File: src/rtl/karatsuba_pkg.sv
// karatsuba_pkg: shared width helpers and limits for the pipelined Karatsuba multiplier.
package karatsuba_pkg;

  localparam int KARATSUBA_MAX_BITS = 64;

  // Width of the low operand half; takes the extra bit when n is odd.
  function automatic int lo_bits(input int n);
    return (n + 1) / 2;
  endfunction

  // Width of the high operand half.
  function automatic int hi_bits(input int n);
    return n / 2;
  endfunction

endpackage

File: src/rtl/karatsuba_half_mul.sv
// karatsuba_half_mul: W x W combinational unsigned multiplier used for the three partial products.
module karatsuba_half_mul #(
  parameter int W = 8
) (
  input  logic [W-1:0]   a,
  input  logic [W-1:0]   b,
  output logic [2*W-1:0] p
);

  localparam int PW = 2 * W;

  // Both operands are widened first so the product keeps every bit.
  assign p = PW'(a) * PW'(b);

endmodule

File: src/rtl/karatsuba_pipe_mul.sv
// karatsuba_pipe_mul: three-stage pipelined one-level Karatsuba multiplier with valid/ready.
// Build macro KARATSUBA_SIGNED_EN: treat a, b and c as two's complement (default: unsigned).
module karatsuba_pipe_mul
  import karatsuba_pkg::*;
#(
  parameter int N_BITS = 16
) (
  input  logic                  clk,
  input  logic                  rst,
  input  logic                  in_valid,
  output logic                  in_ready,
  input  logic [N_BITS-1:0]     a,
  input  logic [N_BITS-1:0]     b,
  output logic                  out_valid,
  input  logic                  out_ready,
  output logic [2*N_BITS-1:0]   c
);

  localparam int LO_BITS = lo_bits(N_BITS);
  localparam int HI_BITS = hi_bits(N_BITS);
  localparam int SW      = LO_BITS + 1;
  localparam int MW      = 2 * SW;
  localparam int MIDW    = N_BITS + 1;
  localparam int CW      = 2 * N_BITS;

  logic                 adv;
  logic [N_BITS-1:0]    mag_a;
  logic [N_BITS-1:0]    mag_b;

  logic                 s1_valid;
  logic [LO_BITS-1:0]   s1_a0;
  logic [LO_BITS-1:0]   s1_b0;
  logic [HI_BITS-1:0]   s1_a1;
  logic [HI_BITS-1:0]   s1_b1;
  logic [SW-1:0]        s1_sa;
  logic [SW-1:0]        s1_sb;

  logic [2*LO_BITS-1:0] p0;
  logic [2*HI_BITS-1:0] p2;
  logic [MW-1:0]        pm;

  logic                 s2_valid;
  logic [2*LO_BITS-1:0] s2_p0;
  logic [2*HI_BITS-1:0] s2_p2;
  logic [MW-1:0]        s2_pm;

  logic [MIDW-1:0]      mid;
  logic [CW-1:0]        prod;
  logic [CW-1:0]        c_next;

  // One global stall: every stage moves only when the output slot is free or being drained.
  assign adv      = !out_valid || out_ready;
  assign in_ready = adv;

`ifdef KARATSUBA_SIGNED_EN
  logic sign_in;
  logic s1_sign;
  logic s2_sign;

  // The most negative value negates to 2^(N_BITS-1), which still fits as an unsigned magnitude.
  assign mag_a   = a[N_BITS-1] ? -a : a;
  assign mag_b   = b[N_BITS-1] ? -b : b;
  assign sign_in = a[N_BITS-1] ^ b[N_BITS-1];
`else
  assign mag_a = a;
  assign mag_b = b;
`endif

  // Stage 1: split the operands into halves and form the half sums for the middle product.
  always_ff @(posedge clk) begin
    if (rst) begin
      s1_valid <= 1'b0;
    end else if (adv) begin
      s1_valid <= in_valid;
      s1_a0    <= mag_a[LO_BITS-1:0];
      s1_b0    <= mag_b[LO_BITS-1:0];
      s1_a1    <= mag_a[N_BITS-1:LO_BITS];
      s1_b1    <= mag_b[N_BITS-1:LO_BITS];
      s1_sa    <= SW'(mag_a[LO_BITS-1:0]) + SW'(mag_a[N_BITS-1:LO_BITS]);
      s1_sb    <= SW'(mag_b[LO_BITS-1:0]) + SW'(mag_b[N_BITS-1:LO_BITS]);
`ifdef KARATSUBA_SIGNED_EN
      s1_sign  <= sign_in;
`endif
    end
  end

  karatsuba_half_mul #(.W(LO_BITS)) u_mul_lo (.a(s1_a0), .b(s1_b0), .p(p0));
  karatsuba_half_mul #(.W(HI_BITS)) u_mul_hi (.a(s1_a1), .b(s1_b1), .p(p2));
  karatsuba_half_mul #(.W(SW))      u_mul_md (.a(s1_sa), .b(s1_sb), .p(pm));

  // Stage 2: capture the three half-width products.
  always_ff @(posedge clk) begin
    if (rst) begin
      s2_valid <= 1'b0;
    end else if (adv) begin
      s2_valid <= s1_valid;
      s2_p0    <= p0;
      s2_p2    <= p2;
      s2_pm    <= pm;
`ifdef KARATSUBA_SIGNED_EN
      s2_sign  <= s1_sign;
`endif
    end
  end

  // The cross term a0*b1 + a1*b0 is below 2^(N_BITS+1), so the narrowing here loses nothing.
  assign mid  = MIDW'(s2_pm - MW'(s2_p0) - MW'(s2_p2));
  assign prod = (CW'(s2_p2) << (2 * LO_BITS)) + (CW'(mid) << LO_BITS) + CW'(s2_p0);

`ifdef KARATSUBA_SIGNED_EN
  assign c_next = s2_sign ? -prod : prod;
`else
  assign c_next = prod;
`endif

  // Stage 3: output register; c only loads real results so it stays put across bubbles and stalls.
  always_ff @(posedge clk) begin
    if (rst) begin
      out_valid <= 1'b0;
      c         <= '0;
    end else if (adv) begin
      out_valid <= s2_valid;
      if (s2_valid) begin
        c <= c_next;
      end
    end
  end

endmodule

File: config.mk
export PLATFORM = sky130hd
export DESIGN_NAME = karatsuba_pipe_mul
export DESIGN_NICKNAME = d
export VERILOG_FILES = /design/src/rtl/karatsuba_pkg.sv /design/src/rtl/karatsuba_half_mul.sv /design/src/rtl/karatsuba_pipe_mul.sv
export SDC_FILE = /design/constraint.sdc
export NUM_CORES = 1
export LEC_CHECK = 0
export BUFFER_PORTS_ARGS = -buffer_cell sky130_fd_sc_hd__buf_2
export CAP_MARGIN = 10
export CORE_MARGIN = 2
export CORE_UTILIZATION = 50
export DETAILED_ROUTE_END_ITERATION = 16
export HOLD_SLACK_MARGIN = 0.03
export PLACE_DENSITY = 0.7
export SYNTH_ARGS = -nofsm -noshare
export SYNTH_HDL_FRONTEND = slang
export SYNTH_SLANG_ARGS = --single-unit
File: constraint.sdc
create_clock -name clk -period 5 [get_ports clk]
set_input_delay 1.5 -clock clk [delete_from_list [all_inputs] [get_ports clk]]
set_output_delay 1.5 -clock clk [all_outputs]
set_load 0.05 [all_outputs]
## Word-level counts from Yosys, hierarchy flattened

Cells that the tools add are included.

- Register bits: 134
- Input bits: 36

- Add/sub/neg operators: 6
- Multiply operators: 3
- Bitwise gates (word level): 1
- Reductions and logical operators: 4

Operators by type and width:

| cell | number |
|---|---|
| 17-bit by 16-bit subtractor with 17-bit output | 2 |
| 32-bit by 16-bit adder with 32-bit output | 1 |
| 32-bit by 25-bit adder with 32-bit output | 1 |
| 8-bit by 8-bit multiplier with 16-bit output | 2 |
| 8-bit by 8-bit adder with 9-bit output | 2 |
| 9-bit by 9-bit multiplier with 17-bit output | 1 |
| 2-bit AND reduction | 2 |
| 1-bit logical NOT | 1 |
| 1-bit logical OR | 1 |
| 1-bit inverter | 1 |

## Logic depth before layout (Yosys ltp)

Gate-level depths: netlist of run 1.

- Depth after elaboration: 4
- Depth in mapped cells: 19
- Gate-level depth less buffers: 19

## By module

A second synthesis of run 1 with hierarchy kept.

- Cells, all modules: 1392
- Area total of the unflattened synthesis: 13832.0 sq um

By module, submodules not included:

| module | instances | cells an instance | area each (sq um) |
|---|---|---|---|
| karatsuba_pipe_mul | 1 | 596 | 6964.2 |
| karatsuba_half_mul (u_mul_hi ...) | 2 | 243 | 2114.5 |
| karatsuba_half_mul (u_mul_md) | 1 | 310 | 2638.8 |

## Worst setup path before layout of run 1

No wires, ideal clock.

- Path type: input to register
- Start point: input port out_ready
- End point: register s1_a0[0] (enable)
- Arrival: 4592 ps
- Data required time: 4532 ps
- Setup slack: -61 ps
- Cell stages on the path: 3
- Cell sequence: nand2b_1 > clkbuf_1 > and2_1

- Longest elaborated chain between the ends: 2

Ends and longest elaborated chain:

| item | RTL line | RTL |
|---|---|---|
| start, declared | karatsuba_pipe_mul.sv:15 | `input logic out_ready,` |
| 1-bit logical OR | karatsuba_pipe_mul.sv:52 | `assign adv = !out_valid \|\| out_ready;` |
| named net in_ready | karatsuba_pipe_mul.sv:11 | `output logic in_ready,` |
| 2-bit AND reduction (no source line) | - |  |
| end signal, assigned | karatsuba_pipe_mul.sv:75 | `s1_a0 <= mag_a[LO_BITS-1:0];` |
| end, declared | karatsuba_pipe_mul.sv:31 | `logic [LO_BITS-1:0] s1_a0;` |

The timed path passes the listed nets, and every way through them passes these cells.
A chain may end at the register's enable or synchronous reset.

## Worst setup path after layout of run 1

- Start point: register s1_sa[4]
- End point: register s2_pm[13] (data pin)

- Longest elaborated chain between the ends: 1

Ends and longest elaborated chain:

| item | RTL line | RTL |
|---|---|---|
| start, declared | karatsuba_pipe_mul.sv:35 | `logic [SW-1:0] s1_sa;` |
| start signal, assigned | karatsuba_pipe_mul.sv:79 | `s1_sa <= SW'(mag_a[LO_BITS-1:0]) + SW'(mag_a[N_BITS-1:LO_BITS]);` |
| 9-bit by 9-bit multiplier with 17-bit output | karatsuba_half_mul.sv:13 | `assign p = PW'(a) * PW'(b);` |
| named net pm[13] | karatsuba_pipe_mul.sv:40 | `logic [MW-1:0] pm;` |
| end signal, assigned | karatsuba_pipe_mul.sv:99 | `s2_pm <= pm;` |
| end, declared | karatsuba_pipe_mul.sv:45 | `logic [MW-1:0] s2_pm;` |

The timed path passes the listed nets, and every way through them passes these cells.

==> results of run 1 <==
how the worst max path moves through the flow:
stage          slack [ns]         to  cells after the start      from
6_report             0.35  s2_pm[13]                     16  s1_sa[4]
3_5_place_dp         0.38  s2_pm[13]                     16  s1_sb[2]
2_1_floorplan        0.61  s2_pm[15]                     17  s1_sb[2]
4_1_cts              0.35  s2_pm[13]                     16  s1_sb[2]
5_1_grt              0.05  s2_pm[15]                     16  s1_sb[2]
3_3_place_gp         0.47  s2_pm[15]                     16  s1_sa[3]
sequential cells by signal, indices dropped and copies added (netlist names), 8 cells and up:
name,count
c,32
s2_pm,17
s2_p0,16
s2_p2,16
s1_sa,9
s1_sb,9
s1_a0,8
s1_a1,8
s1_b0,8
s1_b1,8
final cells by class:
type / instances / area [µm²]
fill: 2354 / 11900
multi-input combinational: 968 / 8800
sequential: 134 / 3670
inverter: 246 / 923
tap: 341 / 427
clock buffer: 17 / 425
timing repair buffer: 73 / 388
clock inverter: 15 / 175
stage by stage:
step	instance area (µm²)	hold WS, ns	util, %
after global routing	14800	0.478	55.4
final	14800	0.451	55.4
after floorplan	13500	0.454	-
after CTS	14800	0.452	55.4
after global placement	14200	0.437	53.2
after detailed placement	14200	0.443	53.2
routing by layer:
layer  track usage, %  vias to the layer above  share of wire [%]
met4             5.66                        0                1.9
met3             2.49                       33                3.3
met1             29.8                     4374                 49
li1                 -                     4621                  -
met2             33.6                      216                 45
met5                0                        -                  0
cells by family (layout without fill, tap and decap cells):
logic type,Yosys count,in the layout,share of synthesized area [%]
buf+inv,270,351,7.53
mux,4,4,0.297
xor+xnor,69,69,4.48
fa+ha+maj,299,299,35.5
compound gates,193,193,9.61
simple gates,403,403,15.3
flops,134,134,27.2
cells in the final DEF, fill, tap and decap left out, types with 5 or more instances in the layout:
cell type / n
xnor2_1: 55
buf_2: 69
nor2_1: 46
clkbuf_16: 17
o21ai_1: 5
xor2_1: 14
o21ai_0: 31
nand2b_1: 8
edfxtp_1: 99
inv_6: 6
nor4_1: 7
fa_1: 140
dfxtp_1: 35
ha_1: 159
and2_1: 142
o211ai_1: 9
a31oi_1: 7
inv_1: 246
o21a_1: 6
nor3_1: 13
a21o_1: 18
a21oi_1: 70
nand3_1: 15
nor2b_1: 10
a211oi_1: 8
nand2_1: 133
nand4_1: 7
clkinv_8: 5
or3_1: 6
critical path, cell delays in order (launching register included):
cell and delay [ns]:
edfxtp_1 0.51, nand2_1 0.12, fa_1 0.51, inv_1 0.05
fa_1 0.45, ha_1 0.29, inv_1 0.05, fa_1 0.59
inv_1 0.06, ha_1 0.29, a21o_1 0.18, a21oi_1 0.22
o21bai_1 0.13, a2111oi_2 0.52, o41ai_1 0.13, a21oi_1 0.19
xnor2_1 0.09
==> run metrics, run 1 <==
Hold Path Sink=c[14]; RSZ-0062 raised after global routing=no; worst hold path type=flip-flop to flip-flop; drt pass-1 iters=5; Synth Register Bits=134; CP Launch Type=flip-flop; Final #Nets=1775; Overflow after GRT=0; Async SR Flop Fraction=0%; Post-synth EDFFs=99; Post-Route WL=28100 µm; Avg WL per Cell=15.7 µm; initial antenna violation count=0; maximum clock rate=around 0.21 GHz; register area share after synthesis=27.2%; synth top area cells=edfxtp_1, fa_1, ha_1, inv_1, and2_1; final worst slack=0.348 ns; DRT antenna net count=0; global-route wire length before repair=47000 µm; Die Span Y=about 170 µm; clock root cell=clkbuf_16; worst r2r src=s1_sa[4]; R2R setup slack=0.35 ns; vias per inst=5.15; total track usage=20.8%; Longest Clk Path Bufs=2; Worst-Skew Late Latency=0.43 ns; Vias=9244; fin crit share=approximately 93%; skew final=about 0.013 ns; die span in x=168 µm; Synth area leader=edfxtp_1; Hold Crit Start=c[14]; CP Capture Type=flip-flop; Hold Crit Depth=2; most frequent cells after synthesis=inv_1, ha_1, and2_1; Setup CP Type=flip-flop to flip-flop; Core ar.=26700 µm²; DP Wirelength=22600 µm; row count=60; H-tree depth=4; CTS Hold Bufs=0; Layout area overhead=9.84%; fin. max-slew vios=0; placed cell count=1762; Main synth FF type=edfxtp_1; Starting Density=50.4%; Worst-path clk slew=0.07 ns; Post-Syn Instances=1372; Slew Limit Headroom=about two fifths; Synth Net Count=1707; worst reg2reg path endpoint=s2_pm[13]; setup TNS=0 ns; largest net degree at the start of global routing=55; count leader, synth=inv_1; vias in the first global route=between 9000 and 10000; worst-path maximum fanout=9; Fin. Hold Viols=0; R2R depth=16; port bufs=between 60 and 70; average cell area after synthesis=9.83 µm²; pre-CTS setup slack=between 0.3 and 0.4 ns; Worst-Margin Slew=0.908 ns; Top Ports=70; DR DRC count=0; WP data arrival=4.82 ns; post-route minimum period=4.65 ns; total CTS buffers=17; CTS tree=yes; Synth cell types=60; share of cells above drive strength 1=8.53%; Die ar.=about 28000 µm²; post-CTS sizing=0; Worst Path Required=5.17 ns; max-cap violations=0; synth warn=0; share of the synthesized area in the top cell type=22.0%; Post-Syn Area=around 13000 µm²; 1st-iter DRT viols=between 600 and 700; CTS Sinks=between 100 and 150; setup bufs post-CTS=0; post-route insts no fill=roughly 1800; GP Congestion=0.885; final setup violation count=0; status=finished clean; diodes inserted=0
Power of run 1 is left out: the tool's default activity adds up to more than one toggle a clock period on the data nets, which glitch-free logic cannot reach.
==> inputs of run 2 (changes only) <==
--- a/config.mk
+++ b/config.mk
@@ -5,6 +5,7 @@
 export SDC_FILE = /design/constraint.sdc
 export NUM_CORES = 1
 export LEC_CHECK = 0
+export ABC_AREA = 1
 export BUFFER_PORTS_ARGS = -buffer_cell sky130_fd_sc_hd__buf_2
 export CAP_MARGIN = 10
 export CORE_MARGIN = 2
==> run 2 against run 1 <==
Against the previous run:
- cell area grew 6.9%
- sequential share of layout area is 1.6 points lower
- worst setup slack improved by 0.28 ns
- via count is 20% higher
- wire length rose by 14%
- register-to-register slack improved by 0.28 ns
- die area increased by 8.0%
- clock skew grew 0.0030 ns
- first-iteration DRC count grew 50%
- count of clock-buffer cells in the layout rose by 1
- highest routed layer unchanged
==> run metrics, run 2 <==
status=finished clean; Post-synth EDFFs=99; Longest Clk Path Bufs=2; post-synthesis compound-gate area fraction=between 5 and 6%; CP Capture Type=flip-flop; worst hold path type=flip-flop to flip-flop; CP Launch Type=flip-flop; DRT antenna net count=0; Final #Nets=2218; Worst-Skew Late Latency=about 0.43 ns; Worst-Margin Slew=0.551 ns; most frequent cells after synthesis=inv_1, nand2_1, ha_1; Main synth FF type=edfxtp_1; Setup CP Type=flip-flop to flip-flop; share of the synthesized area in the top cell type=20.4%; WP data arrival=4.63 ns; worst path bufs/invs=4; most common library cell in the layout ignoring fill and taps=inv_1; synth warn=0; average cell area after synthesis=7.88 µm²; Worst Setup SP=s1_sa[0]; Top reg by flops=c; Hold Crit Depth=2; Largest delay share family, worst path=adder cells; diodes inserted=0; port bufs=just under 70; vias per inst=4.86; post-CTS sizing=0; die span in x=175 µm; fin crit share=slightly below 90%; crit path to=s2_pm[14]; H-tree depth=4; maximum clock rate=approximately 0.23 GHz; Fin. Hold Viols=0; R2R setup slack=0.63 ns; adder-cell area share of the yosys netlist=32.9%; drt pass-1 iters=5; Overflow after GRT=0; Crit path depth=16; row count=just over 60; Slew Limit Headroom=between 60% and 70%; clock root cell=clkbuf_16; Worst-path clk slew=approximately 0.070 ns; vias in the first global route=11100; final setup violation count=0; CTS tree=yes; post-route minimum period=4.37 ns; Die Span Y=between 150 and 200 µm; Synth Register Bits=134; Worst Path Required=5.26 ns; Post-Syn Area=14600 µm²; global-route wire length before repair=54400 µm; Core ar.=~29000 µm²; Post-Route WL=32100 µm; worst reg2reg path endpoint=s2_pm[14]; total CTS buffers=17; total track usage=roughly 22%; largest net degree at the start of global routing=100; CTS Hold Bufs=0; Filler Cells Inserted=2676; max reg flops=32; Synth cell types=28; Synth Net Count=2186; Synth area leader=edfxtp_1; Layout area overhead=8.54%; area occupied by multi-input gates=8810 µm²; max-cap violations=0; register area share after synthesis=25.2%; count leader, synth=inv_1; DP Wirelength=between 20000 and 30000 µm; Die ar.=30600 µm²; Avg WL per Cell=14.1 µm; simple-gate area share of the yosys netlist=between 10% and 20%; mux contribution to synthesized area=0%; 1st-iter DRT viols=907; critical path's largest stage delay=0.56 ns; xor/xnor cell area share of the yosys netlist=4.14%; R2R depth=16; register area=between 3000 and 4000 µm²; setup bufs post-CTS=0; RSZ-0062 raised after global routing=no; share of cells above drive strength 1=6.01%; fin. max-slew vios=0; skew final=0.0160 ns; worst-path maximum fanout=9; worst r2r src=s1_sa[0]; largest family of logic cells by synthesized area=adder cells; Worst path slowest cell=fa_1; DR DRC count=0; GP Congestion=0.913; setup TNS=0 ns; synth top area cells=edfxtp_1, fa_1, ha_1, inv_1, nand2_1; biggest regs=c x32, s2_pm x17; crit path cell chain=nand2_1, fa_1, fa_1, inv_1, fa_1, inv_1, fa_1, inv_1, ha_1, inv_1, nor3_1, nand2_1, o211ai_1, nand3_1, nand2_1, xor2_1; most frequent cells in the layout=inv_1, nand2_1, ha_1, fa_1, edfxtp_1; initial antenna violation count=0; Async SR Flop Fraction=0%; Top Ports=70; Starting Density=50.8%; CTS Sinks=134; Vias=11100; Post-Syn Instances=between 1500 and 2000
[run 2: metal layers]
layer | wire length, µm | vias up | track usage [%]
met1 | 14800 | 5089 | 29.7
met4 | 945 | 0 | 7.78
li1 | - | 5639 | -
met3 | 1400 | 53 | 2.46
met2 | 15000 | 306 | 37.6
met5 | 0 | - | 0
[run 2: area by class of cell]
type	instances	share of cell area, %
Multi-Input combinational cell	1155	55.6
Inverter	503	11.9
Timing Repair Buffer	72	2.40
Clock buffer	18	2.84
Tap cell	384	3.03
Clock inverter	14	0.972
Sequential cell	134	23.2
[run 2: stage by stage]
step / util, % / worst slack [ns] / hold WS (ns) / cell area, µm² / instances
after floorplan: - / 0.101 / 0.449 / 14600 / 1851
after global placement: 53.1 / 0.742 / 0.472 / 15200 / 2248
after detailed placement: 53.1 / 0.617 / 0.475 / 15200 / 2248
after CTS: 55.2 / 0.602 / 0.491 / 15800 / 2280
after global routing: 55.2 / 0.364 / 0.509 / 15800 / 2280
final: 55.2 / 0.628 / 0.485 / 15800 / 2280
[run 2: kinds of logic (layout without fill, tap and decap cells)]
kind of cell               after synthesis  count (layout)
adders and majority gates              299             299
xor gates and xnor gates                69              69
DFF                                    134             134
AOI/OAI and AO/OA                      155             155
buffers and inverters                  562             607
and+or+nand+nor                        632             632
[run 2: worst min-delay path by stage]
stage / start / to / slack [ns]
2_1_floorplan: s2_valid / s2_valid / 0.45
3_3_place_gp: s1_valid / s1_valid / 0.47
3_5_place_dp: s1_valid / s1_valid / 0.48
4_1_cts: s1_valid / s1_valid / 0.49
5_1_grt: s1_valid / s1_valid / 0.51
6_report: s1_valid / s1_valid / 0.48
[run 2: worst min-delay path, delay by kind of cell (launching register included)]
| family | cells | cell delay [ns] |
|---|---|---|
| flip-flops | 1 | 0.33 |
| AND/OR/NAND/NOR | 2 | 0.13 |
Power of run 2 is left out for the same reason.
